$ cat config.mk
export PLATFORM = sky130hd
export DESIGN_NAME = board_display
export DESIGN_NICKNAME = d
export VERILOG_FILES = /design/src/rtl/board_display_pkg.sv /design/src/rtl/board_display_hex7seg_decode.sv /design/src/rtl/board_display.sv
export SDC_FILE = /design/constraint.sdc
export NUM_CORES = 1
export LEC_CHECK = 0
export BUFFER_PORTS_ARGS = -buffer_cell sky130_fd_sc_hd__buf_2
export CAP_MARGIN = 20
export CORE_MARGIN = 2
export CORE_UTILIZATION = 39
export CTS_BUF_LIST = sky130_fd_sc_hd__clkbuf_4 sky130_fd_sc_hd__clkbuf_8 sky130_fd_sc_hd__clkbuf_16
export CTS_CLUSTER_DIAMETER = 40
export CTS_CLUSTER_SIZE = 16
export DETAILED_ROUTE_END_ITERATION = 10
export SKIP_LAST_GASP = 1
export SYNTH_ARGS = -nofsm -noshare
export SYNTH_HDL_FRONTEND = slang
export SYNTH_SLANG_ARGS = --single-unit
$ cat constraint.sdc
create_clock -name clk0 -period 3.8 [get_ports clk0]
set_clock_uncertainty 0.2 [all_clocks]
set_input_delay 0.38 -clock clk0 [delete_from_list [all_inputs] [get_ports clk0]]
set_output_delay 0.38 -clock clk0 [all_outputs]
set_load 0.01 [all_outputs]
$ cat src/rtl/board_display_pkg.sv
// Shared constants for the board display driver: segment table and defaults.
package board_display_pkg;

   localparam int DEF_N_DIGITS    = 4;
   localparam int DEF_REFRESH_DIV = 100000;

   // Active-low segments {CG,CF,CE,CD,CC,CB,CA}; all ones turns a digit dark.
   localparam logic [6:0] SEG_BLANK = 7'h7F;

   // Hex glyphs indexed by nibble value 0..F.
   localparam logic [6:0] SEG_TABLE [16] = '{
      7'h40, 7'h79, 7'h24, 7'h30, 7'h19, 7'h12, 7'h02, 7'h78,
      7'h00, 7'h10, 7'h08, 7'h03, 7'h46, 7'h21, 7'h06, 7'h0E
   };

endpackage

$ cat src/rtl/board_display_hex7seg_decode.sv
// Combinational nibble to active-low 7-segment glyph decoder.
module hex7seg_decode
   import board_display_pkg::*;
(
   input  logic [3:0] nib_i,
   output logic [6:0] seg_o
);

   assign seg_o = SEG_TABLE[nib_i];

endmodule

$ cat src/rtl/board_display.sv
// Double-buffered hex display driver for a multiplexed common-anode
// 7-segment display. New values are committed only at frame wrap.
module board_display
   import board_display_pkg::*;
#(
   parameter int N_DIGITS    = DEF_N_DIGITS,
   parameter int REFRESH_DIV = DEF_REFRESH_DIV
) (
   input  logic                  clk0,
   input  logic                  rst0,
   input  logic                  en0,
   input  logic [4*N_DIGITS-1:0] din,
   input  logic                  din_valid,
   output logic                  din_ready,
   input  logic                  blank_lz,
   input  logic [N_DIGITS-1:0]   dp_mask,
   output logic [N_DIGITS-1:0]   an,
   output logic [6:0]            seg,
   output logic                  dp,
   output logic                  frame_tick
);

   localparam int DW    = 4 * N_DIGITS;
   localparam int DIV_W = $clog2(REFRESH_DIV);
   localparam int IDX_W = (N_DIGITS > 1) ? $clog2(N_DIGITS) : 1;

   localparam logic [DIV_W-1:0] DIV_LAST = DIV_W'(REFRESH_DIV - 1);
   localparam logic [IDX_W-1:0] IDX_LAST = IDX_W'(N_DIGITS - 1);

   logic [DIV_W-1:0]    div_q, div_d;
   logic [IDX_W-1:0]    idx_q, idx_d;
   logic [DW-1:0]       shown_q, shown_d;
   logic [DW-1:0]       pend_buf_q, pend_buf_d;
   logic                pend_q, pend_d;
   logic                ready_q, ready_d;
   logic                tick_q, tick_d;
   logic [N_DIGITS-1:0] an_q, an_d;
   logic [6:0]          seg_q, seg_d;
   logic                dp_q, dp_d;

   logic          slot_end;
   logic          wrap;
   logic          xfer;
   logic [DW-1:0] shifted;
   logic          lead_zero;
   logic [6:0]    nib_seg;

   assign slot_end = (div_q == DIV_LAST);
   assign wrap     = slot_end && (idx_q == IDX_LAST);
   assign xfer     = din_valid && ready_q;

   // Current nibble sits in the low bits; an all-zero remainder means this
   // digit and everything left of it are leading zeros.
   assign shifted   = shown_q >> {idx_q, 2'b00};
   assign lead_zero = blank_lz && (idx_q != '0) && (shifted == '0);

   hex7seg_decode u_decode (
      .nib_i (shifted[3:0]),
      .seg_o (nib_seg)
   );

   // Next-state: refresh timing, double buffer handshake and digit drive.
   always_comb begin
      // NOTE: every _d takes a default first so no path leaves it unassigned and infers a latch.
      div_d      = slot_end ? '0 : div_q + 1'b1;
      idx_d      = idx_q;
      shown_d    = shown_q;
      pend_buf_d = pend_buf_q;
      pend_d     = pend_q;
      ready_d    = ready_q;
      tick_d     = wrap;

      if (slot_end) begin
         idx_d = (idx_q == IDX_LAST) ? '0 : idx_q + 1'b1;
      end

      // Commit at wrap; ready is only low while pending, so a same-edge
      // transfer can never collide with a commit and lands in pending.
      if (wrap && pend_q) begin
         shown_d = pend_buf_q;
         pend_d  = 1'b0;
         ready_d = 1'b1;
      end

      if (xfer) begin
         pend_buf_d = din;
         pend_d     = 1'b1;
         ready_d    = 1'b0;
      end

      an_d  = ~(N_DIGITS'(1) << idx_q);
      seg_d = nib_seg;
      dp_d  = ~dp_mask[idx_q];

      if (lead_zero) begin
         seg_d = SEG_BLANK;
         dp_d  = 1'b1;
      end

      if (!en0) begin
         an_d  = '1;
         seg_d = SEG_BLANK;
         dp_d  = 1'b1;
      end
   end

   // State and output registers with synchronous reset.
   always_ff @(posedge clk0) begin
      if (rst0) begin
         div_q      <= '0;
         idx_q      <= '0;
         shown_q    <= '0;
         pend_buf_q <= '0;
         pend_q     <= 1'b0;
         ready_q    <= 1'b1;
         tick_q     <= 1'b0;
         an_q       <= '1;
         seg_q      <= SEG_BLANK;
         dp_q       <= 1'b1;
      end else begin
         // NOTE: non-blocking so every register samples pre-edge values.
         div_q      <= div_d;
         idx_q      <= idx_d;
         shown_q    <= shown_d;
         pend_buf_q <= pend_buf_d;
         pend_q     <= pend_d;
         ready_q    <= ready_d;
         tick_q     <= tick_d;
         an_q       <= an_d;
         seg_q      <= seg_d;
         dp_q       <= dp_d;
      end
   end

   assign din_ready  = ready_q;
   assign frame_tick = tick_q;
   assign an         = an_q;
   assign seg        = seg_q;
   assign dp         = dp_q;

endmodule

==> metrics.csv, run 1 <==
stage,metric,value,unit
clock_tree,tritoncts,yes,
pwr,clkPwrFrac,42.9,%
pwr,combinationalPowerShare,5.1,%
clock_tree,clkLatencyLatePin,0.34,ns
floorplanning,coreArea,7770,µm²
timing,rsz0062_at_grt,false,
synthesis,synth_area_leaders,"dfxtp_1 (42%), mux2i_1 (7.0%), nand2b_1 (6.8%)",
synthesis,synth_top_cell_area_share,42.2,%
placed_design,hpwl,4240,µm
clock_tree,hold_buffers,0,
pwr,pwr-share-seq,52.0,%
cells_and_area,drive_gt1_share,17.9,%
pwr,leakagePower,1.30,nW
floorplanning,fp-row-count,32,
synthesis,syn_inst,333,
setup_path,critPathCaptureType,flop,
clock_tree,clk_pin_slew,0.07,ns
pwr,p_switching,0.000300,W
synthesis,ys_seq_elements,66,
routing,vias,2358,
global_route,grt_pass1_wl,10200,µm
timing,fin_setup_tns,0,ns
timing,finalCriticalPeriod,2.87,ns
synthesis,synth_ff_type,dfxtp_1,
pwr,intPower,0.00108,W
placed_design,io_buffers,38,
setup_path,r2r_setup_slack,0.93,ns
flow_run,drv_cap,0,
pwr,switching_share,21.7,%
timing,slew_violations,0,
synthesis,synth_top_area_cell,dfxtp_1,
setup_path,reg2reg_depth,6,
timing,period_share,75.4,%
timing,hold_viol_final,0,
clock_tree,post_cts_resized,0,
setup_path,start_kind,flop,
global_route,grt_usage,14.9,%
timing,setup_ws,0.934,ns
cells_and_area,antenna_cells,0,
setup_path,endpoint,seg[2],
setup_path,worst_ep_required_time,3.87,ns
clock_tree,ctsHtreeMaxLevel,3,
synthesis,async_flop_share,0,%
timing,worst_pin_slew,0.730,ns
routing,drtAntennaViolNets,0,
timing,max_slew_margin,51.2,%
synthesis,syn_avg_cell_area,9.40,µm²
floorplanning,die_area,8760,µm²
routing,vias_per_cell,5.02,
cells_and_area,fillers,777,
setup_path,r2r_end,seg[2],
pwr,power_density,390,nW/µm²
floorplanning,io_pins,39,
timing,setup_violations,0,
global_route,first_global_vias,2212,
global_route,overflow,0,
synthesis,synth_edf_count,0,
clock_tree,numCtsBuffers,9,
global_route,grt_max_degree,31,
cells_and_area,areaGrowthSynthToFinish,13.2,%
clock_tree,clk_path_buf_depth,2,
timing,fmax,0.349,GHz
setup_path,path_max_fanout,16,
synthesis,synth_cell_types,49,
pwr,irDropWorstVdd,0.000153,V
routing,drc_errors,0,
synthesis,yosys_warnings,0,
run_status,outcome,finished clean,
setup_path,worstPathArrival,2.94,ns
floorplanning,start_util,40.3,%
routing,wl_per_cell,12.6,µm
clock_tree,cts_num_sinks,66,
global_route,antenna_found_initial,0,
placed_design,dp_worst_setup_slack,0.950,ns
cells_and_area,final_nets,399,
routing,routed_wl,5950,µm
clock_tree,cts_root_buf,clkbuf_8,
min_path,min_path_type,input port to flop,
setup_path,path_class,flop to flop,
synthesis,synth_area,3130,µm²
floorplanning,die_x,93.6,µm
setup_path,cp-startpoint,idx_q[0],
floorplanning,die_h,93.6,µm
routing,firstDrtPassIters,4,
placed_design,gp_congestion,0.863,
clock_tree,cts_setup_buffers,0,
setup_path,rr_startpoint,idx_q[0],
synthesis,syn_nets,368,
synthesis,yosysSeqAreaShare,42.2,%
routing,drt_iter0_drc,109,
-- cell usage after synthesis (all sizes together) (2+ instances only) --
| master | number |
|---|---|
| a21oi | 25 |
| a311oi | 2 |
| and2 | 2 |
| and3 | 3 |
| and4bb | 2 |
| buf | 9 |
| clkbuf | 10 |
| dfxtp | 66 |
| ha | 10 |
| inv | 12 |
| mux2 | 2 |
| mux2i | 22 |
| mux4 | 5 |
| nand2 | 46 |
| nand2b | 34 |
| nand3 | 8 |
| nand4 | 9 |
| nor2 | 19 |
| nor3 | 3 |
| nor3b | 2 |
| nor4 | 3 |
| o2111ai | 2 |
| o211ai | 3 |
| o21ai | 4 |
| o31ai | 3 |
| or3 | 4 |
| or4 | 2 |
| xor2 | 9 |
-- cells by family (layout without fill, tap and decap cells) --
family	Yosys count	count (layout)	synth area share, %
fa+ha+maj	10	10	4.00
compound gates	44	44	8.83
simple gates	143	143	25.4
flops	66	66	42.2
buf+inv	31	66	4.96
xor+xnor	10	10	2.80
mux	29	29	11.8
-- flip-flops by register name, summed over array words and instances (netlist names) --
| name | cells |
|---|---|
| div_q | 17 |
| pend_buf_q | 16 |
| shown_q | 16 |
| seg | 7 |
| an | 4 |
| idx_q | 2 |
| din_ready | 1 |
| dp | 1 |
| frame_tick | 1 |
| pend_q | 1 |
-- per-layer routing --
layer | global-route usage (%) | wire length (µm)
met1 | 20.5 | 3150
met2 | 21.2 | 2410
met3 | 3.38 | 255
met4 | 8.45 | 136
met5 | 0 | 0
-- placed cells by master, fill, tap and decap left out, types with 2 or more instances in the layout --
| cell | synthesis | routed |
|---|---|---|
| clkbuf_4 | 0 | 3 |
| ha_1 | 10 | 10 |
| dfxtp_1 | 66 | 66 |
| nor3b_1 | 2 | 2 |
| nand3_1 | 8 | 8 |
| and2_1 | 2 | 2 |
| o21ai_0 | 4 | 4 |
| a311oi_1 | 2 | 2 |
| mux2i_1 | 22 | 22 |
| mux4_1 | 2 | 2 |
| mux4_2 | 3 | 3 |
| or3_1 | 4 | 4 |
| nand4_1 | 8 | 8 |
| nand2_1 | 46 | 46 |
| o211ai_1 | 3 | 3 |
| o31ai_1 | 3 | 3 |
| nor2_1 | 18 | 18 |
| a21oi_1 | 24 | 24 |
| nor3_1 | 3 | 3 |
| mux2_4 | 2 | 2 |
| o2111ai_1 | 2 | 2 |
| clkbuf_8 | 0 | 10 |
| xor2_1 | 9 | 9 |
| and3_1 | 3 | 3 |
| inv_1 | 12 | 12 |
| nor4_1 | 3 | 3 |
| buf_2 | 4 | 38 |
| nand2b_1 | 34 | 34 |
-- final cells by class --
cell class                 count  area (µm²)  area share, %
clock buffer                  13         160           4.52
tap                          102         128           3.60
multi-input combinational    236        1650           46.7
clock inverter                 2        37.5           1.06
sequential                    66        1320           37.3
timing repair buffer          39         198           5.58
inverter                      12        45.0           1.27
-- worst max-delay path, stage by stage (launching register included) --
cell,delay (ns)
dfxtp_1,0.74
mux4_1,0.72
inv_1,0.17
ha_1,0.24
nand4b_1,0.11
a2111o_1,0.49
nand3_1,0.13
-- power by group through the flow --
| stage | combinational [W] | sequential, W | clock, W |
|---|---|---|---|
| 3_3_place_gp | 0.0000698 | 0.000734 | 0 |
| 5_1_grt | 0.0000795 | 0.000720 | 0.000638 |
| 3_5_place_dp | 0.0000711 | 0.000735 | 0 |
| 4_1_cts | 0.0000712 | 0.000719 | 0.000610 |
| 6_report | 0.0000699 | 0.000719 | 0.000593 |
| 2_1_floorplan | 0.0000438 | 0.000735 | 0 |
-- worst min-delay path by stage --
stage             start              to  slack [ns]  cells past startpoint
2_1_floorplan  div_q[0]        div_q[0]        0.21                      1
3_3_place_gp   div_q[0]        div_q[0]        0.22                      1
3_5_place_dp   div_q[0]        div_q[0]        0.24                      1
4_1_cts         din[11]  pend_buf_q[11]        0.06                      3
5_1_grt         din[13]  pend_buf_q[13]        0.08                      3
6_report         din[0]   pend_buf_q[0]        0.08                      3
-- per-stage QoR --
stage	power [W]	util, %	hold WS, ns	cell area (µm²)	std cells
after floorplan	0.000779	-	0.213	3130	333
after global placement	0.000804	43.1	0.223	3350	455
after detailed placement	0.000806	43.1	0.237	3350	455
after CTS	0.00140	45.6	0.0618	3540	470
after global routing	0.00144	45.6	0.0787	3540	470
final	0.00138	45.6	0.0810	3540	470
Note: power is estimated with default switching activity, not from simulation.
==> run 2: changes to the inputs <==
==> constraint.sdc (replaced) <==
create_clock -name clk0 -period 2.75 [get_ports clk0]
set_clock_uncertainty 0.2 [all_clocks]
set_input_delay 0.275 -clock clk0 [delete_from_list [all_inputs] [get_ports clk0]]
set_output_delay 0.275 -clock clk0 [all_outputs]
set_load 0.01 [all_outputs]
==> run 2 against run 1 <==
Die area is the same; count of clock-buffer cells in the layout is 3 lower; critical path depth stayed put; flip-flop and latch count unchanged; first-iteration DRC count rose by 1.8%; sequential power up 38%; non-clock buffer count up 19; clock power increased by 23%; combinational power up 66%; fmax increased by 18%; worst setup slack worse by 0.62 ns.
==> metrics.csv, run 2 (same netlist as run 1, synthesis figures left out) <==
stage,metric,value,unit,change
routing,drt_iter0_drc,111,,+1.8%
placed_design,io_buffers,38,,unchanged
timing,period_share,88.6,%,+13 points
setup_path,rr_startpoint,idx_q[0],,
routing,drc_errors,0,,unchanged
setup_path,cp_cell_sequence,mux4_1 > inv_1 > ha_1 > nand4b_1 > a2111o_1 > o2111ai_1,,
setup_path,max_stage_delay,0.64,ns,-0.10 ns
floorplanning,die_x,93.6,µm,unchanged
setup_path,slowest_stage,mux4_1,,
setup_path,critPathCaptureType,flop,,
routing,drtAntennaViolNets,0,,unchanged
clock_tree,cts_num_sinks,66,,unchanged
timing,setup_violations,0,,unchanged
timing,slew_violations,0,,unchanged
pwr,irDropWorstVdd,0.000265,V,+73%
cells_and_area,post-route-util,47.7,%,+2.0 points
cells_and_area,areaGrowthSynthToFinish,18.3,%,
placed_design,hpwl,4320,µm,+1.9%
cells_and_area,largest_reg_flops,17,,unchanged
routing,vias,2414,,+2.4%
min_path,whs_path_depth,4,,+1
global_route,first_global_vias,2240,,+1.3%
placed_design,gp_congestion,0.809,,-6.3%
setup_path,worstPathArrival,2.51,ns,-0.43 ns
cells_and_area,regMostFlops,div_q,,
timing,hold_viol_final,0,,unchanged
min_path,hold_start,din_valid,,
global_route,grt_max_degree,33,,+6.5%
setup_path,worst_ep_required_time,2.82,ns,-1.05 ns
run_status,outcome,finished clean,,
timing,fin_setup_tns,0,ns,unchanged
cells_and_area,reg.largest.list,"div_q (17), pend_buf_q (16), shown_q (16)",,
timing,worst_pin_slew,0.601,ns,-0.129 ns
floorplanning,die_h,93.6,µm,unchanged
clock_tree,clkLatencyLatePin,0.35,ns,about the same
clock_tree,numCtsBuffers,9,,unchanged
setup_path,crit_family,multiplexers,,
clock_tree,cts_setup_buffers,0,,unchanged
routing,wl_per_cell,12.8,µm,+0.89%
global_route,grt_pass1_wl,10600,µm,+4.2%
cells_and_area,drive_gt1_share,18.0,%,+0.11 points
timing,max_slew_margin,59.9,%,+8.7 points
setup_path,reg2reg_depth,6,,unchanged
floorplanning,fp-row-count,32,,unchanged
flow_run,drv_cap,0,,unchanged
global_route,grt_usage,15.3,%,+0.49 points
cells_and_area,final_cell_mix,"dfxtp_1 (66), nand2_1 (46), buf_2 (38)",,
cells_and_area,antenna_cells,0,,unchanged
global_route,overflow,0,,unchanged
clock_tree,clk_pin_slew,0.08,ns,about the same
global_route,antenna_found_initial,0,,unchanged
setup_path,path_class,flop to flop,,
pwr,power_density,496,nW/µm²,+27%
routing,vias_per_cell,4.93,,-1.8%
cells_and_area,layout_commonest_cell,dfxtp_1,,
clock_tree,tritoncts,yes,,
clock_tree,ctsHtreeMaxLevel,3,,unchanged
min_path,min_path_type,input port to flop,,
setup_path,path_buf_inv,1,,unchanged
setup_path,start_kind,flop,,
clock_tree,clk_path_buf_depth,2,,unchanged
timing,finalCriticalPeriod,2.44,ns,-0.430 ns
setup_path,r2r_end,seg[1],,
min_path,whs_endpoint,din_ready,,
clock_tree,cts_root_buf,clkbuf_8,,
pwr,leakagePower,1.37,nW,+5.3%
timing,fmax,0.410,GHz,+18%
pwr,power.total,0.00184,W,+33%
routing,firstDrtPassIters,5,,+1
floorplanning,coreArea,7770,µm²,unchanged
timing,rsz0062_at_grt,false,,
floorplanning,start_util,40.3,%,unchanged
setup_path,r2r_setup_slack,0.31,ns,-0.62 ns
setup_path,path_max_fanout,8,,-8
floorplanning,io_pins,39,,unchanged
floorplanning,die_area,8760,µm²,unchanged
routing,routed_wl,6250,µm,+5.2%
cells_and_area,final_nets,418,,+4.8%
[run 2: power by group]
part           switching (W)  leakage, nW  internal, W
clock               0.000389       0.0861     0.000338
combinational      0.0000565        0.745    0.0000594
sequential         0.0000122        0.538     0.000981
[run 2: worst max path at each step]
stage,from,endpoint,slack (ns),depth (start not counted)
floorplan,idx_q[0],seg[5],0.41,7
global placement,idx_q[0],seg[5],0.39,6
detailed placement,idx_q[0],seg[5],0.35,6
CTS,idx_q[0],seg[1],0.32,6
global route,idx_q[0],seg[4],0.17,6
finish,idx_q[0],seg[1],0.31,6
[run 2: tightest hold or removal path, cell delays in order]
cell and delay, ns:
buf_2 0.11, inv_1 0.05, a21oi_1 0.06, o31ai_1 0.06
[run 2: what timing repair did]
action / in CTS / in global routing
hold buffers: 16 / 0
endpoints found under the hold margin: 16 / 0
gates resized for setup: 0 / 0
[run 2: area by class of cell]
| cell class | instances | area (µm²) |
|---|---|---|
| fill | 758 | 4070 |
| timing repair buffer | 58 | 380 |
| multi-input combinational | 236 | 1650 |
| sequential | 66 | 1320 |
| clock buffer | 10 | 131 |
| inverter | 12 | 45.0 |
| tap | 102 | 128 |
| clock inverter | 6 | 42.5 |
[run 2: routing by layer]
layer / track usage [%] / wire length (µm) / vias to the layer above
met5: 0 / 0 / -
met4: 5.80 / 53 / 0
met3: 4.19 / 269 / 6
met2: 22.7 / 2700 / 51
met1: 21.4 / 3230 / 1110
li1: - / - / 1247
[run 2: metrics by stage]
step           instance area, µm²  worst slack [ns]  hold WS (ns)  cells
2_1_floorplan                3130             0.415         0.211    333
3_3_place_gp                 3370             0.387         0.226    458
3_5_place_dp                 3370             0.351         0.238    458
4_1_cts                      3700             0.320        0.0408    490
5_1_grt                      3700             0.165        0.0530    490
6_report                     3700             0.314        0.0467    490
==> run 3: changes to the inputs <==
--- a/config.mk
+++ b/config.mk
@@ -13,6 +13,7 @@
 export CTS_CLUSTER_DIAMETER = 40
 export CTS_CLUSTER_SIZE = 16
 export DETAILED_ROUTE_END_ITERATION = 10
+export PLACE_DENSITY_LB_ADDON = 0.25
 export SKIP_LAST_GASP = 1
 export SYNTH_ARGS = -nofsm -noshare
 export SYNTH_HDL_FRONTEND = slang
==> run 3 against run 2 <==
Core utilization rose by 0.98 points; flip-flop and latch count did not move; worst hold slack gained 0.012 ns; via count fell by 0.54%; combinational power about the same; die area unchanged; total power grew 15%; largest power group is now the clock network.
==> metrics.csv, run 3 (same netlist as run 1, synthesis figures left out) <==
stage,metric,value,unit,change
routing,drtAntennaViolNets,0,,unchanged
setup_path,reg2reg_depth,6,,unchanged
cells_and_area,fin_area,3780,µm²,+2.1%
timing,slew_violations,0,,unchanged
cells_and_area,fillers,744,,-1.8%
cells_and_area,final_cell_count_no_fill,490,,unchanged
routing,drc_errors,0,,unchanged
cells_and_area,drive_gt1_share,18.0,%,unchanged
setup_path,path_max_fanout,8,,unchanged
clock_tree,post_cts_resized,0,,unchanged
global_route,grt_usage,14.7,%,-0.62 points
routing,wl_per_cell,12.2,µm,-4.5%
timing,period_share,88.0,%,-0.55 points
pwr,clkPwrFrac,47.7,%,+8.1 points
pwr,pwr-share-seq,46.9,%,-7.2 points
clock_tree,clk_path_buf_depth,2,,unchanged
global_route,first_global_vias,2173,,-3.0%
clock_tree,numCtsBuffers,9,,unchanged
floorplanning,io_pins,39,,unchanged
global_route,overflow,0,,unchanged
timing,setup_ws,0.329,ns,+0.0152 ns
routing,vias_per_cell,4.90,,-0.54%
routing,routed_wl,5970,µm,-4.5%
cells_and_area,areaGrowthSynthToFinish,20.7,%,
timing,max_slew_margin,59.6,%,-0.30 points
timing,setup_violations,0,,unchanged
setup_path,r2r_end,seg[4],,
timing,worst_pin_slew,0.606,ns,+0.00451 ns
min_path,whs_path_depth,4,,unchanged
global_route,grt_pass1_wl,10100,µm,-4.9%
routing,firstDrtPassIters,4,,-1
floorplanning,die_area,8760,µm²,unchanged
pwr,irDropWorstVdd,0.000304,V,+15%
placed_design,gp_congestion,0.815,,+0.73%
setup_path,worstPathArrival,2.49,ns,-0.02 ns
cells_and_area,post-route-util,48.6,%,+0.98 points
min_path,hold_start,din_valid,,
timing,finalCriticalPeriod,2.42,ns,-0.0152 ns
clock_tree,clkLatencyLatePin,0.34,ns,about the same
cells_and_area,regMostFlops,div_q,,
pwr,combinationalPowerShare,5.4,%,-0.9 points
floorplanning,die_h,93.6,µm,unchanged
setup_path,r2r_setup_slack,0.33,ns,+0.02 ns
setup_path,path_class,flop to flop,,
cells_and_area,largest_reg_flops,17,,unchanged
routing,vias,2401,,-0.54%
timing,rsz0062_at_grt,false,,
placed_design,hpwl,4200,µm,-2.8%
setup_path,critPathCaptureType,flop,,
placed_design,io_buffers,38,,unchanged
setup_path,start_kind,flop,,
floorplanning,die_x,93.6,µm,unchanged
cells_and_area,reg.largest.list,"div_q (17), pend_buf_q (16), shown_q (16)",,
min_path,whs_endpoint,din_ready,,
global_route,antenna_found_initial,0,,unchanged
timing,hold_viol_final,0,,unchanged
floorplanning,start_util,40.3,%,unchanged
cells_and_area,antenna_cells,0,,unchanged
cells_and_area,final_cell_mix,"dfxtp_1 (66), nand2_1 (46), buf_2 (38)",,
timing,fin_setup_tns,0,ns,unchanged
clock_tree,ctsHtreeMaxLevel,3,,unchanged
placed_design,dp_worst_setup_slack,0.353,ns,+0.00161 ns
clock_tree,cts_root_buf,clkbuf_8,,
min_path,min_path_type,input port to flop,,
pwr,switching_share,21.1,%,-3.8 points
placed_design,dpl.cell_count,458,,unchanged
setup_path,rr_startpoint,idx_q[0],,
pwr,power_density,560,nW/µm²,+13%
timing,fmax,0.413,GHz,+0.63%
global_route,grt_max_degree,37,,+12%
floorplanning,fp-row-count,32,,unchanged
cells_and_area,final_nets,418,,unchanged
clock_tree,tritoncts,yes,,
flow_run,drv_cap,0,,unchanged
routing,drt_iter0_drc,115,,+3.6%
placed_design,dpl-instance-area,3370,µm²,unchanged
pwr,leakagePower,1.41,nW,+3.0%
cells_and_area,layout_commonest_cell,dfxtp_1,,
floorplanning,coreArea,7770,µm²,unchanged
setup_path,worst_ep_required_time,2.82,ns,about the same
run_status,outcome,finished clean,,
pwr,intPower,0.00167,W,+21%
pwr,p_switching,0.000448,W,-2.2%
clock_tree,cts_num_sinks,66,,unchanged
clock_tree,clk_pin_slew,0.07,ns,about the same
[run 3: cell types whose count changed in the layout (fill, tap and decap cells not counted)]
cell        change
bufinv_16       +3
clkbuf_4        -1
clkbuf_8        +1
clkinv_2        -1
clkinvlp_4      -2
[run 3: critical path, stage by stage, from the launching register on]
cell and delay [ns]:
dfxtp_1 0.37, mux4_1 0.64, inv_1 0.18, ha_1 0.24
nand4b_1 0.11, a2111o_1 0.49, o2111ai_1 0.12
[run 3: stage by stage]
stage          power, W  hold slack (ns)
3_5_place_dp    0.00112            0.232
5_1_grt         0.00220           0.0737
6_report        0.00212           0.0585
2_1_floorplan   0.00108            0.211
3_3_place_gp    0.00111            0.224
4_1_cts         0.00214           0.0425
[run 3: layout make-up]
| class | count | area, µm² | share of cell area, % |
|---|---|---|---|
| clock buffer | 10 | 138 | 3.64 |
| clock inverter | 6 | 113 | 2.98 |
| inverter | 12 | 45.0 | 1.19 |
| multi-input combinational | 236 | 1650 | 43.8 |
| sequential | 66 | 1320 | 35.0 |
| tap | 102 | 128 | 3.38 |
| timing repair buffer | 58 | 380 | 10.1 |
[run 3: worst max path at each step]
stage / end / slack [ns] / from
2_1_floorplan: seg[5] / 0.41 / idx_q[0]
3_3_place_gp: seg[5] / 0.39 / idx_q[0]
3_5_place_dp: seg[4] / 0.35 / idx_q[0]
4_1_cts: seg[4] / 0.33 / idx_q[0]
5_1_grt: seg[1] / 0.23 / idx_q[0]
6_report: seg[4] / 0.33 / idx_q[0]
[run 3: layer usage]
metal	vias up	wire length, µm	share of wire [%]	track usage, %
met2	46	2540	43	21.6
met3	5	271	4.5	4.11
li1	1257	-	-	-
met5	-	0	0	0
met4	0	77	1.3	6.16
met1	1093	3080	52	20.3
[run 3: timing repair]
| action | CTS | global route |
|---|---|---|
| buffers inserted | 0 | 0 |
| hold buffers | 16 | 0 |
| hold endpoints to repair | 16 | 0 |
[run 3: power groups by stage]
stage / Clock [W] / Sequential [W] / Combinational (W)
2_1_floorplan: 0 / 0.00102 / 0.0000605
3_3_place_gp: 0 / 0.00101 / 0.0000982
3_5_place_dp: 0 / 0.00102 / 0.000100
4_1_cts: 0.00103 / 0.000993 / 0.000117
5_1_grt: 0.00107 / 0.000996 / 0.000129
6_report: 0.00101 / 0.000993 / 0.000115
